==> src/rtl/pc_exception_unit.sv <==
// Next-PC and exception stage: owns PC, EPC, fault destination index, cause,
// handler flag and a saturating count of taken exceptions. Raises Err on
// signed overflow of add/addi/sub, masked while the handler is running.
module pc_exception_unit #(
  parameter logic [31:0] RESET_PC     = 32'h0000_0000,
  parameter logic [31:0] HANDLER_ADDR = 32'h0000_0180,
  parameter int          CNT_WIDTH    = 8
) (
  input  logic                 clk,
  input  logic                 reset,
  input  logic [31:0]          Instruction,
  input  logic                 PCWrite,
  input  logic                 PCWriteCond,
  input  logic                 Zero,
  input  logic [1:0]           PCSource,
  input  logic [1:0]           PCErrSource,
  input  logic                 EPCWrite,
  input  logic                 ErrTargetWrite,
  input  logic [31:0]          ALUInA,
  input  logic [31:0]          ALUInB,
  input  logic [31:0]          ALUResult,
  input  logic [31:0]          ALUOutReg,
  input  logic [31:0]          RsData,
  output logic [31:0]          PC,
  output logic                 Err,
  output logic [31:0]          EPC,
  output logic [4:0]           ErrTarget,
  output logic [1:0]           Cause,
  output logic                 InHandler,
  output logic [CNT_WIDTH-1:0] ErrCount
);

  localparam logic [1:0] CAUSE_ADD = 2'b01;
  localparam logic [1:0] CAUSE_SUB = 2'b10;

  typedef struct packed {
    logic       is_add;
    logic       is_sub;
    logic [4:0] dst;
  } dec_t;

  dec_t       dec;
  logic [5:0] opcode;
  logic [5:0] funct;
  logic       same_sign;
  logic       res_flip;
  logic       ovf;
  logic [1:0] pend_cause;
  logic       pc_en;
  logic       handler_ret;
  logic [31:0] pc_next;

  // Only the sign bits of the operands matter for overflow detection.
  logic unused_alu;
  assign unused_alu = ^{ALUInA[30:0], ALUInB[30:0]};

  assign opcode = Instruction[31:26];
  assign funct  = Instruction[5:0];

  // Decode the signed arithmetic ops and the destination field (rd for R-type, rt otherwise).
  always_comb begin
    dec        = '0;
    dec.is_add = ((opcode == 6'h00) && (funct == 6'h20)) || (opcode == 6'h08);
    dec.is_sub = (opcode == 6'h00) && (funct == 6'h22);
    dec.dst    = (opcode == 6'h00) ? Instruction[15:11] : Instruction[20:16];
  end

  // Overflow: add needs equal operand signs, sub needs differing ones; either way the result sign flips from A.
  assign same_sign = (ALUInA[31] == ALUInB[31]);
  assign res_flip  = (ALUResult[31] != ALUInA[31]);
  assign ovf       = res_flip & ((dec.is_add & same_sign) | (dec.is_sub & ~same_sign));
  assign Err       = ovf & ~InHandler;

  assign pc_en       = PCWrite | (PCWriteCond & Zero);
  assign handler_ret = PCWrite & (PCErrSource == 2'b10);

  // Next PC selection; the exception source overrides the normal source, 11 holds.
  always_comb begin
    pc_next = PC;
    unique case (PCErrSource)
      2'b01: pc_next = HANDLER_ADDR;
      2'b10: pc_next = EPC;
      2'b00: begin
        unique case (PCSource)
          2'b00: pc_next = ALUResult;
          2'b01: pc_next = ALUOutReg;
          2'b10: pc_next = {PC[31:28], Instruction[25:0], 2'b00};
          2'b11: pc_next = RsData;
          default: pc_next = PC;
        endcase
      end
      default: pc_next = PC;
    endcase
  end

  // Program counter register.
  always_ff @(posedge clk or negedge reset) begin
    if (!reset)      PC <= RESET_PC;
    else if (pc_en)  PC <= pc_next;
  end

  // Latch the overflow kind while ALU inputs are valid; the controller's error cycle reads it later.
  always_ff @(posedge clk or negedge reset) begin
    if (!reset)   pend_cause <= 2'b00;
    else if (Err) pend_cause <= dec.is_add ? CAUSE_ADD : CAUSE_SUB;
  end

  // Exception entry/return bookkeeping; entry wins over a simultaneous return.
  always_ff @(posedge clk or negedge reset) begin
    if (!reset) begin
      EPC       <= 32'h0;
      Cause     <= 2'b00;
      InHandler <= 1'b0;
      ErrCount  <= '0;
    end else if (EPCWrite) begin
      EPC       <= PC;
      Cause     <= pend_cause;
      InHandler <= 1'b1;
      if (ErrCount != {CNT_WIDTH{1'b1}}) ErrCount <= ErrCount + CNT_WIDTH'(1);
    end else if (handler_ret) begin
      InHandler <= 1'b0;
    end
  end

  // Destination register of the faulting instruction.
  always_ff @(posedge clk or negedge reset) begin
    if (!reset)              ErrTarget <= 5'd0;
    else if (ErrTargetWrite) ErrTarget <= dec.dst;
  end

endmodule

==> config.mk <==
export PLATFORM = sky130hd
export DESIGN_NAME = pc_exception_unit
export DESIGN_NICKNAME = d
export VERILOG_FILES = /design/src/rtl/pc_exception_unit.sv
export SDC_FILE = /design/constraint.sdc
export NUM_CORES = 1
export LEC_CHECK = 0
export CAP_MARGIN = 30
export CORE_MARGIN = 5
export CORE_UTILIZATION = 38
export DETAILED_ROUTE_END_ITERATION = 6
export PLACE_DENSITY = 0.8
export SLEW_MARGIN = 20
export SYNTH_ARGS = -nofsm -noshare
export SYNTH_HDL_FRONTEND = slang
export SYNTH_SLANG_ARGS = --single-unit
export TNS_END_PERCENT = 5
==> constraint.sdc <==
create_clock -name clk -period 2 [get_ports clk]
set_clock_uncertainty 0.15 [all_clocks]
set_input_delay 0.3 -clock clk [delete_from_list [all_inputs] [get_ports clk]]
set_output_delay 0.3 -clock clk [all_outputs]
set_load 0.01 [all_outputs]
==> results_dict.tcl <==
set metrics [dict create \
    status "finished with violations" \
    violations "setup timing" \
    criticalPathCategory "input pin to primary output" \
    ys_async_sr_fraction 1.00 \
    areaGrowthSynthToFinish_pct 62.1 \
    netlist_top_cells_area "dfrtp_1 (45%), mux4_2 (12%), mux2_2 (7.6%), a21oi_1 (4.5%), o21ai_0 (4.2%)" \
    finalWorstSetupSlack_ns -0.00347 \
    critPathMaxFanout 2 \
    drv_slew 0 \
    netlist.top_cell.by_area "dfrtp_1" \
    syn-num-nets 609 \
    cp.arrival_ns 1.55 \
    vias 4397 \
    grt_remaining_overflow 0 \
    reg2reg_slack_ns 0.28 \
    utilization 0.623 \
    fmax_ghz 0.499 \
    required_ns 1.55 \
    num_io_pins 284 \
    rsz0062_at_grt "true" \
    cts.path.max_buffers 2 \
    post_drt_via_cell_ratio 5.52 \
    yosys.cell_types.count 44 \
    gp_congestion 0.867 \
    root_buffer "clkbuf_16" \
    endpoint_kind "primary output" \
    total_leakage_power_nw 2.99 \
    wl_met2_mm 8.10 \
    antenna_left 0 \
    synth_edf_count 0 \
    layout_min_cycle_time_ns 2.00 \
    fillers 938 \
    power_density_nw_per_um2 765 \
    wirelength_met1_mm 5.79 \
    hp-class "input pin to flop" \
    final.setup.tns_ns -0.00347 \
    grt_start_max_net_pins 44 \
    ys.flop_type "dfrtp_1" \
    core-area_um2 12000 \
    intPower_mw 4.02 \
    post_layout_nonfiller_instances 796 \
    swShare 0.296 \
    p_switching_mw 1.69 \
    synth_seq_area_share 0.446 \
    start_util 0.385 \
    syn-cell-area_um2 4600 \
    rows 40 \
    die_w_um 120 \
    relSlewSlack 0.646 \
    pwr-share-seq 0.398 \
    grtUsageTotal 0.209 \
    cts_tree "yes" \
    final_nets 849 \
    dp_slack_ns -0.846 \
    clk_pin_slew_worst_paths_ns 0.06 \
    p_total_mw 5.70 \
    cts_num_sinks 82 \
    grt_pass1_wl_mm 23.9 \
    wl_per_cell_um 19.1 \
    die_h_um 120 \
    synth_top_area_frac 0.446 \
    dp.cells 772 \
    cap_violations 0 \
    worst_setup_path_start_kind "input pin" \
    clk_latency_ns 0.32 \
    die_area_um2 14400 \
    setup_viol 1 \
    post-dp-hpwl_mm 11.7 \
    drt_wl_total_mm 15.2 \
    ir_drop_v 0.000414 \
    io_buffers 221 \
    detail_route.iter0.violations 206 \
    h-tree-depth 3 \
    synth_cells 405 \
    drive_above_1_share 0.202 \
    pwr-share-clk 0.257 \
    routed.top_layer "met4" \
    n_antenna_cell 0 \
    drtPass1Iterations 4 \
    route.met3.wl_mm 1.02 \
    ys_seq_elements 82 \
    grt_pass1_vias 4667 \
    cts_inserted_buffers 9 \
    timing.final.crit_share 1.00 \
    power_frac_comb 0.345 \
    hold_viol_final 0 \
    drc 0 \
    syn_avg_cell_area_um2 11.4 \
    antenna_found_initial 0 \
    yosysWarnings 0 \
    tightest_slew_ns 0.530 \
]
## routing by layer
layer | track usage | up-vias
met2 | 0.374 | 165
met5 | 0 | -
met4 | 0.0594 | 0
met1 | 0.245 | 2181
met3 | 0.0556 | 27
li1 | - | 2024
## state kept, by name, summed over array words and instances (netlist names)
register and flops:
PC 32, InHandler 1, pend_cause 2, EPC 32, ErrTarget 5, Cause 2, ErrCount 8
## cell type report
| cell class | instances | area (µm²) | area share |
|---|---|---|---|
| clock buffers | 11 | 233 | 0.0312 |
| clock inverters | 4 | 30.0 | 0.00403 |
| inverters | 12 | 45.0 | 0.00604 |
| multi-input cells | 277 | 2380 | 0.320 |
| flip-flops and latches | 82 | 2050 | 0.275 |
| well taps | 147 | 184 | 0.0247 |
| repair buffers | 263 | 2530 | 0.339 |
## cells in the final DEF (no fill, tap or decap), types with 7 or more instances in the layout
cell | synthesis | final
clkdlybuf4s50_1 | 0 | 205
dfrtp_1 | 82 | 82
a21oi_1 | 41 | 40
o21ai_0 | 39 | 39
buf_4 | 2 | 38
mux2_2 | 31 | 31
nor3b_1 | 26 | 26
a22oi_1 | 26 | 26
mux4_2 | 25 | 25
inv_1 | 12 | 12
nor2_1 | 11 | 11
mux2i_1 | 11 | 11
nand3_1 | 10 | 10
nand2_1 | 9 | 9
clkbuf_16 | 0 | 9
buf_2 | 14 | 7
## stage by stage
stage	hold slack [ns]	area (µm²)
after detailed placement	0.154	7100
after floorplan	-0.146	4600
final	0.219	7460
after CTS	0.210	7430
after global placement	0.151	7090
after global routing	0.232	7460
## power by group through the flow
stage	Combinational, mW	Clock (mW)	Sequential [mW]
after floorplan	0.663	0	2.39
after global placement	1.93	0	2.27
after detailed placement	1.98	0	2.30
after CTS	1.99	1.49	2.27
after global routing	2.12	1.56	2.32
final	1.97	1.46	2.27
## cells in the mapped netlist, types with 3 or more instances
cell type  count
inv_1         12
dfrtp_1       82
buf_6          4
a22oi_1       26
nor2_1        11
nand2b_1       3
o31ai_1        4
mux4_2        25
nor3b_1       26
nor3_1         3
buf_2         14
a21oi_1       41
a31oi_1        4
a21o_1         3
mux2i_1       11
o21ai_0       39
clkbuf_1      12
nand2_1        9
xnor2_1        4
nand3_1       10
mux2_2        31
## worst max-delay path, stage by stage
cell and delay [ns]:
clkdlybuf4s50_1 0.49, xnor2_1 0.10, or3_1 0.38, a21oi_1 0.14
buf_2 0.14
## final timing paths
kind | startpoint | end | cells past startpoint
setup reg to reg | ErrCount[0] | ErrCount[3] | 5
hold reg to reg | Cause[1] | Cause[1] | 1
setup / recovery | ALUInA[31] | Err | 5
max in group asynchronous | reset | EPC[27] | 3
min in group asynchronous | reset | PC[23] | 2
hold / removal | EPCWrite | ErrCount[5] | 3
## kinds of logic after synthesis
family / after synthesis / synth area share
AOI/OAI and AO/OA: 126 / 0.162
DFF: 82 / 0.446
and+or+nand+nor: 76 / 0.101
muxes: 68 / 0.228
buffers and inverters: 46 / 0.0495
xor gates and xnor gates: 6 / 0.0114
adders and majority gates: 1 / 0.00272
## repair_timing
item,4_1_cts,5_1_grt
hold buffers,1,0
buffers inserted,6,2
endpoints found under the setup margin,1,3
pin swaps,5,4
resized for setup,33,8
hold endpoints to repair,39,0
(Power assumes the default switching activity.)
